==> src/rtl/wb_rr_arbiter.sv <==
// ---------------------------------------------------------------------------
// wb_rr_arbiter
//   Round-robin arbiter that lets NUM_MASTERS Wishbone initiators share a
//   single Wishbone slave port. One transfer is granted at a time. Every
//   transfer ends by ack, by the owner dropping cyc (abort) or by a timeout
//   error. After the transfer, priority moves to the master above the
//   previous owner.
//
// Handshake: a master requests with cyc&stb. The request stays pending until
//   the master sees its own ack or err bit high at a clock edge. The slave
//   completes a transfer by raising s_ack_i for one cycle while the arbiter
//   is BUSY.
//
// Ports
//   clk_i, rst_i          clock, synchronous active-high reset
//   m_cyc_i/m_stb_i/m_we_i per-master cycle, strobe, write enable
//   m_adr_i/m_dat_i/m_sel_i packed per-master address, write data, byte sel
//   m_ack_o/m_err_o       per-master acknowledge / timeout error
//   m_dat_o               read data broadcast to all masters
//   s_*_o                 slave-side request (follows the granted master)
//   s_ack_i/s_dat_i       slave-side response
//   grant_o               index of the current or last owner (debug)
//   busy_o                high while a transfer is owned (FSM state)
// ---------------------------------------------------------------------------
module wb_rr_arbiter #(
    parameter int NUM_MASTERS = 5,
    parameter int ADR_W       = 32,
    parameter int DAT_W       = 32,
    parameter int TIMEOUT     = 255
) (
    input  logic                           clk_i,
    input  logic                           rst_i,
    input  logic [NUM_MASTERS-1:0]         m_cyc_i,
    input  logic [NUM_MASTERS-1:0]         m_stb_i,
    input  logic [NUM_MASTERS-1:0]         m_we_i,
    input  logic [NUM_MASTERS*ADR_W-1:0]   m_adr_i,
    input  logic [NUM_MASTERS*DAT_W-1:0]   m_dat_i,
    input  logic [NUM_MASTERS*DAT_W/8-1:0] m_sel_i,
    output logic [NUM_MASTERS-1:0]         m_ack_o,
    output logic [NUM_MASTERS-1:0]         m_err_o,
    output logic [DAT_W-1:0]               m_dat_o,
    output logic                           s_cyc_o,
    output logic                           s_stb_o,
    output logic                           s_we_o,
    output logic [ADR_W-1:0]               s_adr_o,
    output logic [DAT_W-1:0]               s_dat_o,
    output logic [DAT_W/8-1:0]             s_sel_o,
    input  logic                           s_ack_i,
    input  logic [DAT_W-1:0]               s_dat_i,
    output logic [$clog2(NUM_MASTERS)-1:0] grant_o,
    output logic                           busy_o
);

    localparam int SEL_W = DAT_W / 8;
    localparam int GW    = $clog2(NUM_MASTERS);
    localparam int CNT_W = (TIMEOUT > 0) ? $clog2(TIMEOUT + 1) : 1;

    typedef enum logic {
        IDLE = 1'b0,
        BUSY = 1'b1
    } state_t;

    state_t                 state_q, state_d;
    logic [GW-1:0]          grant_q, grant_d;
    logic [GW-1:0]          prio_q, prio_d;
    logic [CNT_W-1:0]       cnt_q, cnt_d;

    logic [NUM_MASTERS-1:0] req;
    logic [GW-1:0]          winner;
    logic [GW-1:0]          g_next;
    logic                   found;
    int                     idx;
    logic                   active;
    logic                   g_cyc;
    logic                   g_stb;
    logic                   tmo_cycle;
    logic                   tmo_fire;

    assign req = m_cyc_i & m_stb_i;

    // Rotating search starting at prio; first requester found wins.
    always_comb begin
        found  = 1'b0;
        winner = '0;
        idx    = 0;
        for (int i = 0; i < NUM_MASTERS; i++) begin
            idx = int'(prio_q) + i;
            if (idx >= NUM_MASTERS) begin
                idx = idx - NUM_MASTERS;
            end
            if (!found && req[GW'(idx)]) begin
                found  = 1'b1;
                winner = GW'(idx);
            end
        end
    end

    assign g_next = (grant_q == GW'(NUM_MASTERS - 1)) ? '0 : grant_q + GW'(1);

    // Outputs are suppressed during the reset cycle itself so that a reset
    // landing on a live transfer never lets an ack or err through.
    assign active = (state_q == BUSY) && !rst_i;
    assign g_cyc  = m_cyc_i[grant_q];
    assign g_stb  = m_stb_i[grant_q];

    // cnt_q holds the number of completed BUSY cycles, so the current BUSY
    // cycle is number cnt_q+1; the timeout fires on BUSY cycle TIMEOUT.
    // The register therefore tops out at TIMEOUT-1 and can never wrap.
    assign tmo_cycle = (TIMEOUT > 0) && active && (int'(cnt_q) + 1 == TIMEOUT);
    // Ack beats timeout; an owner that already dropped cyc is an abort.
    assign tmo_fire  = tmo_cycle && !s_ack_i && g_cyc;

    assign s_cyc_o = active && g_cyc && !tmo_fire;
    assign s_stb_o = active && g_stb && !tmo_fire;
    assign s_we_o  = m_we_i[grant_q];
    assign s_adr_o = m_adr_i[grant_q*ADR_W +: ADR_W];
    assign s_dat_o = m_dat_i[grant_q*DAT_W +: DAT_W];
    assign s_sel_o = m_sel_i[grant_q*SEL_W +: SEL_W];
    assign m_dat_o = s_dat_i;
    assign grant_o = grant_q;
    assign busy_o  = active;

    always_comb begin
        m_ack_o = '0;
        m_err_o = '0;
        for (int k = 0; k < NUM_MASTERS; k++) begin
            m_ack_o[k] = active && s_ack_i && (grant_q == GW'(k));
            m_err_o[k] = tmo_fire && (grant_q == GW'(k));
        end
    end

    always_comb begin
        state_d = state_q;
        grant_d = grant_q;
        prio_d  = prio_q;
        cnt_d   = cnt_q;
        case (state_q)
            IDLE: begin
                if (found) begin
                    state_d = BUSY;
                    grant_d = winner;
                    cnt_d   = '0;
                end
            end
            BUSY: begin
                // Ack, abort and timeout all end ownership the same way,
                // which also forces the IDLE gap before the next grant.
                if (s_ack_i || !g_cyc || tmo_fire) begin
                    state_d = IDLE;
                    prio_d  = g_next;
                    cnt_d   = '0;
                end else if (TIMEOUT > 0) begin
                    cnt_d = cnt_q + CNT_W'(1);
                end
            end
            default: begin
                state_d = IDLE;
            end
        endcase
    end

    always_ff @(posedge clk_i) begin
        if (rst_i) begin
            state_q <= IDLE;
            grant_q <= '0;
            prio_q  <= '0;
            cnt_q   <= '0;
        end else begin
            state_q <= state_d;
            grant_q <= grant_d;
            prio_q  <= prio_d;
            cnt_q   <= cnt_d;
        end
    end

endmodule

==> config.mk <==
export PLATFORM = sky130hd
export DESIGN_NAME = wb_rr_arbiter
export DESIGN_NICKNAME = d
export VERILOG_FILES = /design/src/rtl/wb_rr_arbiter.sv
export SDC_FILE = /design/constraint.sdc
export NUM_CORES = 1
export LEC_CHECK = 0
export ABC_AREA = 1
export BUFFER_PORTS_ARGS = -buffer_cell sky130_fd_sc_hd__buf_2
export CAP_MARGIN = 20
export CELL_PAD_IN_SITES_DETAIL_PLACEMENT = 1
export CELL_PAD_IN_SITES_GLOBAL_PLACEMENT = 2
export CORE_AREA = 2 2 200 202
export CTS_BUF_LIST = sky130_fd_sc_hd__clkbuf_4
export DETAILED_ROUTE_END_ITERATION = 8
export DIE_AREA = 0 0 202 204
export HOLD_SLACK_MARGIN = 0.15
export PLACE_DENSITY_LB_ADDON = 0.1
export SLEW_MARGIN = 5
export SYNTH_ARGS = -nofsm -noshare
export SYNTH_HDL_FRONTEND = slang
export SYNTH_SLANG_ARGS = --single-unit
==> constraint.sdc <==
create_clock -name clk_i -period 7 [get_ports clk_i]
set_input_delay 1.05 -clock clk_i [delete_from_list [all_inputs] [get_ports clk_i]]
set_output_delay 1.05 -clock clk_i [all_outputs]
set_load 0.01 [all_outputs]
Word-level counts from Yosys, hierarchy flattened
Cells that the tools add are included.

Flip-flop bits (word level): 15. Latch bits: 0. Memory bits (writable): 0. Memory bits (read-only): 0. Bits of input ports: 390. Output and inout port bits: 117. Logic and storage cells: 117. Memories kept: 0.

Add/subtract/negate cells: 12. Multipliers: 0. Divide/modulo/power cells: 0. $lt $le $gt $ge: 11. Equal/unequal tests: 6. Shifts and indexed selects: 3. Multiplexer cells: 43. Bitwise logic cells: 2. Reduce and logical (&&, ||, !) cells: 36.

Operator list (number): indexed part select 160 x 9 -> 32 bit (2); 2-to-1 mux 3 bit (11); < comparator 3 x 5 -> 1 bit, second input constant (5); binary-select mux 1 bit (select 3 bit) (8); logical AND 1 bit (23); 2-to-1 mux 1 bit (20); indexed part select 20 x 6 -> 4 bit (1); greater-or-equal comparator 4 x 3 -> 1 bit, second input constant (4); 2-to-1 mux 8 bit (2); one-hot mux 8 bit (2 select lines) (1); subtractor 3 bit, second input constant (5); adder 8 x 1 -> 9 bit, second input constant (1); equality test 9 x 8 -> 1 bit, second input constant (1); adder 3 x 2 -> 4 bit, second input constant (2); adder 8 x 1 -> 8 bit, second input constant (1); logical NOT 1 bit (8); equality test 3 x 2 -> 1 bit, second input constant (2); AND 5 bit (1); adder 3 x 1 -> 4 bit, second input constant (1); adder 3 x 3 -> 4 bit, second input constant (1); < comparator 3 x 4 -> 1 bit, second input constant (1); AND reduction 2 bit (2); adder 3 x 1 -> 3 bit, second input constant (1); equality test 3 x 1 -> 1 bit, second input constant (1); 7 further kinds (8).

Longest topological paths before layout
Gate-level depths: netlist (run 1).

Depth in word-level cells: 20. Mapped depth: 18. Depth with buffers taken out: 18.

Worst setup path after synthesis (run 1)
No wires, ideal clock.

Path type: input -> output. Start: input port rst_i. End: output port m_err_o[0]. Data arrival time: 2242 ps. Data required time: 5950 ps. Path slack: 3708 ps. Stages on the path: 7. Path buffers: 0. Path through: inv_1 > nand2_1 > inv_1 > nand3_1 > nor4_2 > nand4_1 > nor3_1.

Cells in the longest elaborated chain, start to end: 6.

Ends and longest elaborated chain: start: declaration (RTL line 32) `input logic rst_i,`; logical NOT 1 bit (RTL line 102) `assign active = (state_q == BUSY) && !rst_i;`; logical AND 1 bit (RTL line 102); named net busy_o (RTL line 51) `output logic busy_o`; logical AND 1 bit (RTL line 109) `assign tmo_cycle = (TIMEOUT > 0) && active && (int'(cnt_q) + 1 == TIMEOUT);`; logical AND 1 bit (2 in series) (RTL line 111) `assign tmo_fire = tmo_cycle && !s_ack_i && g_cyc;`; logical AND 1 bit (RTL line 128) `m_err_o[k] = tmo_fire && (grant_q == GW'(k));`; end: declaration (RTL line 40) `output logic [NUM_MASTERS-1:0] m_err_o,`.

The timed path passes the listed nets, and every way through them passes these cells.

Final worst setup path (run 1)
Start: register grant_q[1] (netlist: grant_o[1]). End: output port s_dat_o[29].

Cells in the longest elaborated chain, start to end: 1.

Ends and longest elaborated chain: start: declaration (RTL line 64) `logic [GW-1:0] grant_q, grant_d;`; start signal: assignment (RTL line 170) `grant_q <= grant_d;`; indexed part select 160 x 9 -> 32 bit (RTL line 117) `assign s_dat_o = m_dat_i[grant_q*DAT_W +: DAT_W];`; end: declaration (RTL line 46) `output logic [DAT_W-1:0] s_dat_o,`.

Every way passes these cells.

==> results of run 1 <==
## state kept, by name, indices dropped and copies added, names as in the netlist
register	cells
cnt_q	8
state_q	1
grant_o	3
prio_q	3
## layout make-up
type | instances | area, um^2
Sequential cell | 15 | 312
Multi-Input combinational cell | 688 | 3890
Timing Repair Buffer | 450 | 2270
Antenna cell | 4 | 10.0
Clock inverter | 1 | 5.00
Tap cell | 525 | 657
Inverter | 44 | 168
Fill cell | 5067 | 31800
Clock buffer | 3 | 22.5
## stage by stage
step,total power [mW],hold WS (ps),instances
detailed placement,2.04,503,1722
global placement,2.05,490,1722
global route,2.28,546,1729
finish,2.04,521,1730
CTS,2.10,521,1726
floorplan,1.35,468,851
## report_power, final
group	internal, mW	switching (mW)	total, mW	leakage [nW]
Sequential	0.0998	0.0757	0.176	0.124
Combinational	0.695	1.12	1.82	3.71
Clock	0.0213	0.0326	0.0539	0.0177
Total	0.816	1.23	2.04	3.86
## per-layer routing
metal,up-vias,part of all wire,global-route usage
li1,3739,-,-
met1,3583,0.43,0.224
met2,285,0.49,0.313
met3,24,0.066,0.0427
met4,8,0.010,0.0255
met5,-,0.0012,0.0190
## cells in the final DEF, fill, tap and decap left out, types with 5 or more instances in the layout
cell type and n:
buf_4 8, a221oi_1 68, nand4_1 14, buf_2 442, ha_1 15, xor2_1 5, o21ai_0 7, a31o_2 68
nand2_1 235, nor2_1 43, a21oi_1 147, inv_1 36, dfxtp_1 12, nand3_1 42, nor3_1 8, o21ai_1 6
inv_2 7
## worst max-delay path, cell delays in order, from the launching register on
cell      delay [ps]
dfxtp_4          470
inv_2            300
buf_4            650
a21oi_1           90
a221oi_1         790
a31o_2           200
buf_2            130
## worst paths after layout
path / start / to
hold / removal: cnt_q[2]$_SDFFE_PP0P_ / cnt_q[2]$_SDFFE_PP0P_
setup reg to reg: prio_q[0]$_SDFFE_PP0P_ / cnt_q[2]$_SDFFE_PP0P_
setup / recovery: grant_o[1]$_SDFFE_PP0P_ / s_dat_o[29]
hold reg to reg: cnt_q[2]$_SDFFE_PP0P_ / cnt_q[2]$_SDFFE_PP0P_
## cells by family after synthesis
family	synth area share
adder cells (fa/ha/maj)	0.0427
AO/OA/AOI/OAI	0.429
buffers and inverters	0.140
AND/OR/NAND/NOR	0.314
XOR/XNOR	0.0126
flip-flops	0.0617
==> impl_metrics.csv, run 1 <==
group,metric,value,unit
yosys,yosys.area.top_type,"nand2_1",
final_layout,final_layout_size_suffix_gt1_frac,0.455,
power_and_ir_drop,peakVddDrop,99.6,uV
yosys,synth_flop_cell,"dfxtp_1",
die,die_h,204,um
sta,rsz0062_at_grt,"no",
yosys,syn_nets,1257,
global_route,track_usage,0.178,
worst_setup_path,critPathCaptureType,"primary output",
sta,relSlewSlack,0.323,
sta,setup_viol_count_final,0,
placement,port_buffers,442,
global_route,antenna_found_initial,12,
clocking,cts_resized,0,
yosys,synth.distinct_cells,36,
worst_setup_path,cp.arrival,3020,ps
die,rows,73,
die,die_w,202,um
sta,timing.final.ws_setup,2930,ps
placement,gp_congestion,0.858,
status,status,"finished, final reports clean",
worst_setup_path,critical_path_class,"flop to primary output",
placement,placed_cell_area,7300,um^2
clocking,cts_tree,"done",
worst_hold_path,hold_path_class,"flop to flop",
yosys,yosysMostFrequentCell,"nand2_1",
sta,fin_setup_tns,0,ps
clocking,ctsHoldBuffers,0,
power_and_ir_drop,leakagePower,3.86,nW
yosys,synth_seq_cells,15,
clocking,postCtsSetupRepairBufs,0,
routing,wl,39200,um
final_layout,layout.nets,1608,
die,start_util,0.124,
global_route,grt_pass1_vias,7793,
final_layout,utilization,0.187,
sta,finalCritPeriodShare,0.582,
worst_setup_path,start_kind,"flop",
global_route,grt_max_degree,86,
yosys,synthTopCellsByArea,"nand2_1, a21oi_1, a221oi_1",
clocking,clock_sink_count,15,
sta,drv_slew,0,
yosys,synth_edf_count,0,
global_route,grt_pass1_wl,55200,um
clocking,root_buffer,"clkbuf_4",
worst_setup_path,reg2reg_slack,3710,ps
worst_setup_path,r2r_cells,15,
sta,clock.fmax,0.245,GHz
routing,drt_iter0_drc,360,
yosys,ys_warn_count,0,
clocking,h-tree-depth,1,
routing,drc_errors,0,
yosys,syn_area_per_cell,5.72,um^2
placement,hpwlAfterDp,32100,um
routing,wl_per_cell,22.7,um
routing,first_pass_iters,7,
power_and_ir_drop,cellPowerDensity,279,nW/um^2
clocking,cts.clk_slew.worst_paths,90,ps
die,fp.coreArea,39200,um^2
yosys,synth_area,4870,um^2
yosys,synth-seq-area-share,0.0617,
sta,tightest_slew,1020,ps
run,drv_cap,0,
worst_hold_path,hold_depth,2,
sta,skew,20.2,ps
sta,finalHoldViolCount,0,
clocking,clk_latency,300,ps
yosys,synth_top_area_share,0.181,
final_layout,final_area,7330,um^2
placement,dpl_worst_slack,3070,ps
routing,via_per_inst,4.42,
clocking,cts_buffer_depth,2,
yosys,synth_common_cells,"nand2_1, a21oi_1, a221oi_1, a31o_2, clkbuf_1",
yosys,synthArstFlopShare,0,
routing,ant_nets,0,
global_route,overflow,0,
clocking,cts_buffers,3,
die,die-area,41200,um^2
routing,vias,7639,
die,pin_count,507,
sta,layout_min_cycle_time,4070,ps
final_layout,syn_to_final_growth,50.7,%
worst_setup_path,critPathMaxFanout,59,
worst_setup_path,worstPathRequired,5950,ps
yosys,synthesis.instances,851,
Note: power is estimated with default switching activity, not from simulation.
==> inputs of run 2 (changes only) <==
ABC_AREA = 0   (was 1)
CORE_AREA = 2 2 196 198   (was 2 2 200 202)
DIE_AREA = 0 0 198 200   (was 0 0 202 204)
clock period = 3.5 ns   (was 7 ns; I/O delays follow)
==> run 2 against run 1 <==
Power grew 110%. Clock power grew 110%. Worst setup slack lost 2600 ps. Critical path depth grew 1. Count of clock-buffer cells in the layout is the same. Critical path type is now input port to primary output. Critical endpoint is now m_err_o[1]. Largest cell class unchanged.
==> impl_metrics.csv, run 2 <==
group,metric,value,unit
final_layout,layout_commonest_cell,"buf_2",
routing,first_pass_iters,4,
final_layout,regMostFlops,"cnt_q",
power_and_ir_drop,finalPower,4.35,mW
global_route,grt_max_degree,78,
routing,wl_per_cell,22.5,um
routing,ant_nets,0,
yosys,synthTopCellsByArea,"mux2i_1, o22ai_1, a21oi_1",
die,die_w,198,um
clocking,cts.clk_slew.worst_paths,110,ps
clocking,root_buffer,"clkbuf_4",
global_route,antenna_found_initial,14,
yosys,yosysMostFrequentCell,"mux2i_1",
status,status,"finished, final reports clean",
placement,port_buffers,442,
sta,tightest_slew,612,ps
placement,hpwlAfterDp,30000,um
sta,drv_slew,0,
yosys,synth-seq-area-share,0.0607,
clocking,ctsHoldBuffers,0,
worst_setup_path,critical_path_class,"input port to primary output",
sta,finalCritPeriodShare,0.900,
worst_hold_path,hold_path_class,"flop to flop",
power_and_ir_drop,peakVddDrop,272,uV
worst_setup_path,worstPathRequired,2970,ps
clocking,clk_latency,300,ps
final_layout,layout_common_cells,"buf_2, mux2i_1, a21oi_1, nor2_1, o22ai_1",
sta,setup_viol_count_final,0,
clocking,cts_tree,"done",
yosys,synthesis.instances,695,
sta,clock.fmax,0.317,GHz
yosys,yosys.area.top_type,"mux2i_1",
routing,via_per_inst,4.23,
yosys,ys_warn_count,0,
final_layout,largest_reg_flops,8,
yosys,synth_flop_cell,"dfxtp_1",
worst_setup_path,critical_path.endpoint,"m_err_o[1]",
die,die-area,39600,um^2
final_layout,fill_cells,4681,
yosys,synth_seq_cells,15,
worst_setup_path,cp.arrival,2630,ps
sta,layout_min_cycle_time,3150,ps
die,start_util,0.132,
yosys,syn_area_per_cell,7.11,um^2
sta,relSlewSlack,0.589,
routing,drc_errors,0,
die,rows,71,
die,fp.coreArea,37400,um^2
yosys,synthArstFlopShare,0,
final_layout,final_layout_size_suffix_gt1_frac,0.471,
worst_setup_path,critPathCaptureType,"primary output",
global_route,track_usage,0.170,
final_layout,syn_to_final_growth,53.2,%
power_and_ir_drop,leakagePower,3.53,nW
sta,fin_setup_tns,0,ps
sta,finalHoldViolCount,0,
clocking,cts_buffers,3,
routing,wl,35800,um
power_and_ir_drop,cellPowerDensity,574,nW/um^2
clocking,cts_buffer_depth,2,
final_layout,layout.nets,1477,
worst_setup_path,r2r_cells,10,
sta,rsz0062_at_grt,"no",
worst_setup_path,reg2reg_slack,350,ps
worst_setup_path,worstReg2RegStart,"prio_q[1]$_SDFFE_PP0P_",
yosys,synth.distinct_cells,67,
yosys,syn_nets,1101,
routing,vias,6723,
clocking,cts_resized,0,
clocking,postCtsSetupRepairBufs,0,
worst_setup_path,reg2reg_to,"cnt_q[6]$_SDFFE_PP0P_",
global_route,grt_pass1_wl,49500,um
run,drv_cap,0,
yosys,synth_top_area_share,0.283,
clocking,h-tree-depth,1,
worst_setup_path,critPathMaxFanout,10,
yosys,synth_common_cells,"mux2i_1, a21oi_1, nor2_1",
placement,gp_congestion,0.791,
global_route,overflow,0,
sta,skew,7.77,ps
routing,drt_iter0_drc,265,
yosys,synth_area,4940,um^2
clocking,clock_sink_count,15,
die,die_h,200,um
die,pin_count,507,
yosys,synth_edf_count,0,
worst_setup_path,start_kind,"input port",
global_route,grt_pass1_vias,7020,
worst_setup_path,cp-startpoint,"rst_i",
## run 2: critical path, stage by stage
cell and delay [ps]:
buf_2 180, inv_2 190, nand2_1 160, or4_1 610
nor4_4 560, and3_1 230, buf_2 150
## run 2: area by class of cell
| class | count | area [um^2] | share of cell area |
|---|---|---|---|
| diodes | 9 | 22.5 | 0.00297 |
| clock buffers | 3 | 22.5 | 0.00297 |
| clock inverters | 1 | 7.51 | 0.000991 |
| inverters | 14 | 52.6 | 0.00694 |
| multi-input cells | 575 | 4110 | 0.542 |
| flip-flops and latches | 15 | 312 | 0.0411 |
| well taps | 511 | 639 | 0.0844 |
| repair buffers | 462 | 2410 | 0.319 |
## run 2: cell families (layout without fill, tap and decap cells)
kind of cell	Yosys count	in the layout	share of synthesized area
and+or+nand+nor	181	181	0.178
adders and majority gates	16	16	0.0420
AOI/OAI and AO/OA	221	221	0.282
muxes	149	149	0.311
DFF	15	15	0.0607
buffers and inverters	105	480	0.112
other	0	9	0
xor gates and xnor gates	8	8	0.0142
## run 2: metrics by stage
stage               instances  setup slack [ps]   util  hold slack (ps)  instance area [um^2]
finish                   1590               348  0.203              570                  7570
global route             1587              69.3  0.202              554                  7570
CTS                      1581               277  0.202              550                  7550
detailed placement       1577               319  0.201              549                  7520
global placement         1577               334  0.201              540                  7520
floorplan                 695               492      -              506                  4940
## run 2: power breakdown
group | leakage [nW] | internal, mW | total [mW] | switching, mW
combinational | 3.39 | 1.56 | 3.90 | 2.34
sequential | 0.124 | 0.205 | 0.330 | 0.125
clock | 0.0140 | 0.0435 | 0.111 | 0.0679
total | 3.53 | 1.81 | 4.35 | 2.53
## run 2: how the worst min path moves through the flow
stage,cells after the start,startpoint,slack [ps],to
final,1,cnt_q[1]$_SDFFE_PP0P_,570,cnt_q[1]$_SDFFE_PP0P_
after global routing,2,rst_i,550,prio_q[2]$_SDFFE_PP0P_
after detailed placement,1,cnt_q[1]$_SDFFE_PP0P_,550,cnt_q[1]$_SDFFE_PP0P_
after CTS,2,rst_i,550,prio_q[2]$_SDFFE_PP0P_
after global placement,1,cnt_q[1]$_SDFFE_PP0P_,540,cnt_q[1]$_SDFFE_PP0P_
after floorplan,1,cnt_q[1]$_SDFFE_PP0P_,510,cnt_q[1]$_SDFFE_PP0P_
## run 2: routing by layer
| layer | global-route usage | part of all wire | vias up |
|---|---|---|---|
| li1 | - | - | 3319 |
| met1 | 0.209 | 0.41 | 3112 |
| met2 | 0.299 | 0.50 | 246 |
| met3 | 0.0489 | 0.067 | 34 |
| met4 | 0.0267 | 0.016 | 12 |
| met5 | 0 | 0.0019 | - |
==> inputs of run 3 (changes only) <==
REMOVE_ABC_BUFFERS = 1   (was unset)
==> run 3 against run 2 <==
Routed wire length is 3.1% higher. Clock power hardly changed. Clock skew down 5.8 ps. First-iteration DRC count decreased by 21%. Power up 1.9%. Final area rose by 0.35%. Register-to-register slack worse by 90 ps. Critical path type is now flop to flop. Largest power group unchanged.
==> impl_metrics.csv, run 3 (same netlist as run 2, synthesis figures left out) <==
group,metric,value,unit
routing,drc_errors,0,
global_route,antenna_found_initial,29,
worst_setup_path,critPathCaptureType,"flop",
worst_setup_path,cp.arrival,3470,ps
placement,gp_congestion,0.826,
clocking,clock_sink_count,15,
routing,ant_nets,0,
sta,rsz0062_at_grt,"no",
final_layout,final_layout_size_suffix_gt1_frac,0.470,
final_layout,layout_commonest_cell,"buf_2",
worst_setup_path,path_cells,"inv_1 -> ha_1 -> a21o_4 -> a21oi_2 -> mux4_2 -> a211oi_2 -> nand3_2 -> nor3_4 -> and3_1 -> o221a_2",
clocking,cts_buffers,3,
sta,finalCritPeriodShare,0.925,
clocking,cts_tree,"done",
power_and_ir_drop,peakVddDrop,311,uV
status,status,"finished, final reports clean",
die,die_w,198,um
clocking,cts.clk_slew.worst_paths,100,ps
final_layout,syn_to_final_growth,53.7,%
sta,relSlewSlack,0.526,
sta,tightest_slew,693,ps
final_layout,utilization,0.203,
clocking,root_buffer,"clkbuf_4",
global_route,track_usage,0.177,
final_layout,layout.nets,1476,
worst_setup_path,start_kind,"flop",
worst_setup_path,critPathMaxFanout,8,
routing,first_pass_iters,4,
power_and_ir_drop,comb_power_share,0.909,
die,fp.coreArea,37400,um^2
placement,hpwlAfterDp,31100,um
global_route,overflow,0,
power_and_ir_drop,seqPwrFrac,0.065,
global_route,grt_max_degree,105,
die,pin_count,507,
die,die-area,39600,um^2
die,start_util,0.132,
final_layout,final_area,7600,um^2
power_and_ir_drop,cellPowerDensity,583,nW/um^2
worst_setup_path,worstPathRequired,3740,ps
final_layout,largest_reg_flops,8,
power_and_ir_drop,clkPwrFrac,0.026,
power_and_ir_drop,leakagePower,3.53,nW
routing,via_per_inst,4.26,
final_layout,regMostFlops,"cnt_q",
global_route,grt_pass1_vias,7286,
routing,wl_per_cell,23.1,um
routing,wl,37000,um
sta,layout_min_cycle_time,3240,ps
placement,placed_cell_area,7520,um^2
power_and_ir_drop,finalPower,4.43,mW
placement,port_buffers,442,
clocking,cts_resized,0,
final_layout,layout_common_cells,"buf_2, mux2i_1, a21oi_1, nor2_1, o22ai_1",
routing,vias,6813,
global_route,grt_pass1_wl,51100,um
sta,clock.fmax,0.309,GHz
worst_hold_path,hold_path_class,"input port to flop",
clocking,postCtsSetupRepairBufs,0,
worst_setup_path,critPathSlowestCell,"mux4_2",
clocking,cts_buffer_depth,2,
die,rows,71,
sta,holdWs,565,ps
sta,skew,1.94,ps
power_and_ir_drop,switching_share,0.589,
sta,setup_viol_count_final,0,
clocking,h-tree-depth,1,
worst_setup_path,critical_path_class,"flop to flop",
clocking,ctsHoldBuffers,0,
power_and_ir_drop,p_int,1.82,mW
worst_setup_path,critical-path-max-stage-delay,560,ps
sta,drv_slew,0,
die,die_h,200,um
sta,finalHoldViolCount,0,
run,drv_cap,0,
power_and_ir_drop,power.switching,2.61,mW
clocking,clk_latency,290,ps
routing,drt_iter0_drc,210,
[run 3: layout make-up]
type | count | area, um^2
multi-input cells | 575 | 4110
fillers | 4631 | 29800
inverters | 14 | 52.6
flip-flops and latches | 15 | 312
clock buffers | 4 | 30.0
well taps | 511 | 639
repair buffers | 461 | 2410
diodes | 18 | 45.0
[run 3: path summary, 6_finish.rpt]
check	start	endpoint	slack (ps)	cells past startpoint
worst max register to register	prio_q[1]$_SDFFE_PP0P_	cnt_q[7]$_SDFFE_PP0P_	260	10
worst max-delay path	prio_q[1]$_SDFFE_PP0P_	cnt_q[7]$_SDFFE_PP0P_	260	10
worst min-delay path	rst_i	prio_q[1]$_SDFFE_PP0P_	570	2
worst min register to register	cnt_q[0]$_SDFFE_PP0P_	cnt_q[0]$_SDFFE_PP0P_	580	1
[run 3: routing by layer]
layer / part of all wire / GRT usage
met4: 0.0097 / 0.0292
met1: 0.41 / 0.219
met2: 0.48 / 0.305
met5: 0.0028 / 0
met3: 0.094 / 0.0559
[run 3: stage by stage]
step,setup slack (ps),setup TNS [ps],instances
floorplan,-4250,-341930,604
global route,22.2,0,1588
global placement,311,0,1575
CTS,222,0,1579
detailed placement,259,0,1575
finish,263,0,1598
[run 3: power groups by stage]
stage / sequential (mW) / clock [mW] / combinational, mW
floorplan: 0.535 / 0 / 2.17
global placement: 0.299 / 0 / 4.13
detailed placement: 0.295 / 0 / 4.11
CTS: 0.292 / 0.120 / 4.12
global route: 0.298 / 0.124 / 4.42
finish: 0.290 / 0.114 / 4.02
[run 3: worst max-delay path: cells and delay by family, from the launching register on]
kind / cells / cell delay [ps]
adder cells (fa/ha/maj): 1 / 290
AO/OA/AOI/OAI: 4 / 950
flip-flops: 1 / 440
AND/OR/NAND/NOR: 3 / 780
buffers and inverters: 1 / 150
multiplexers: 1 / 560
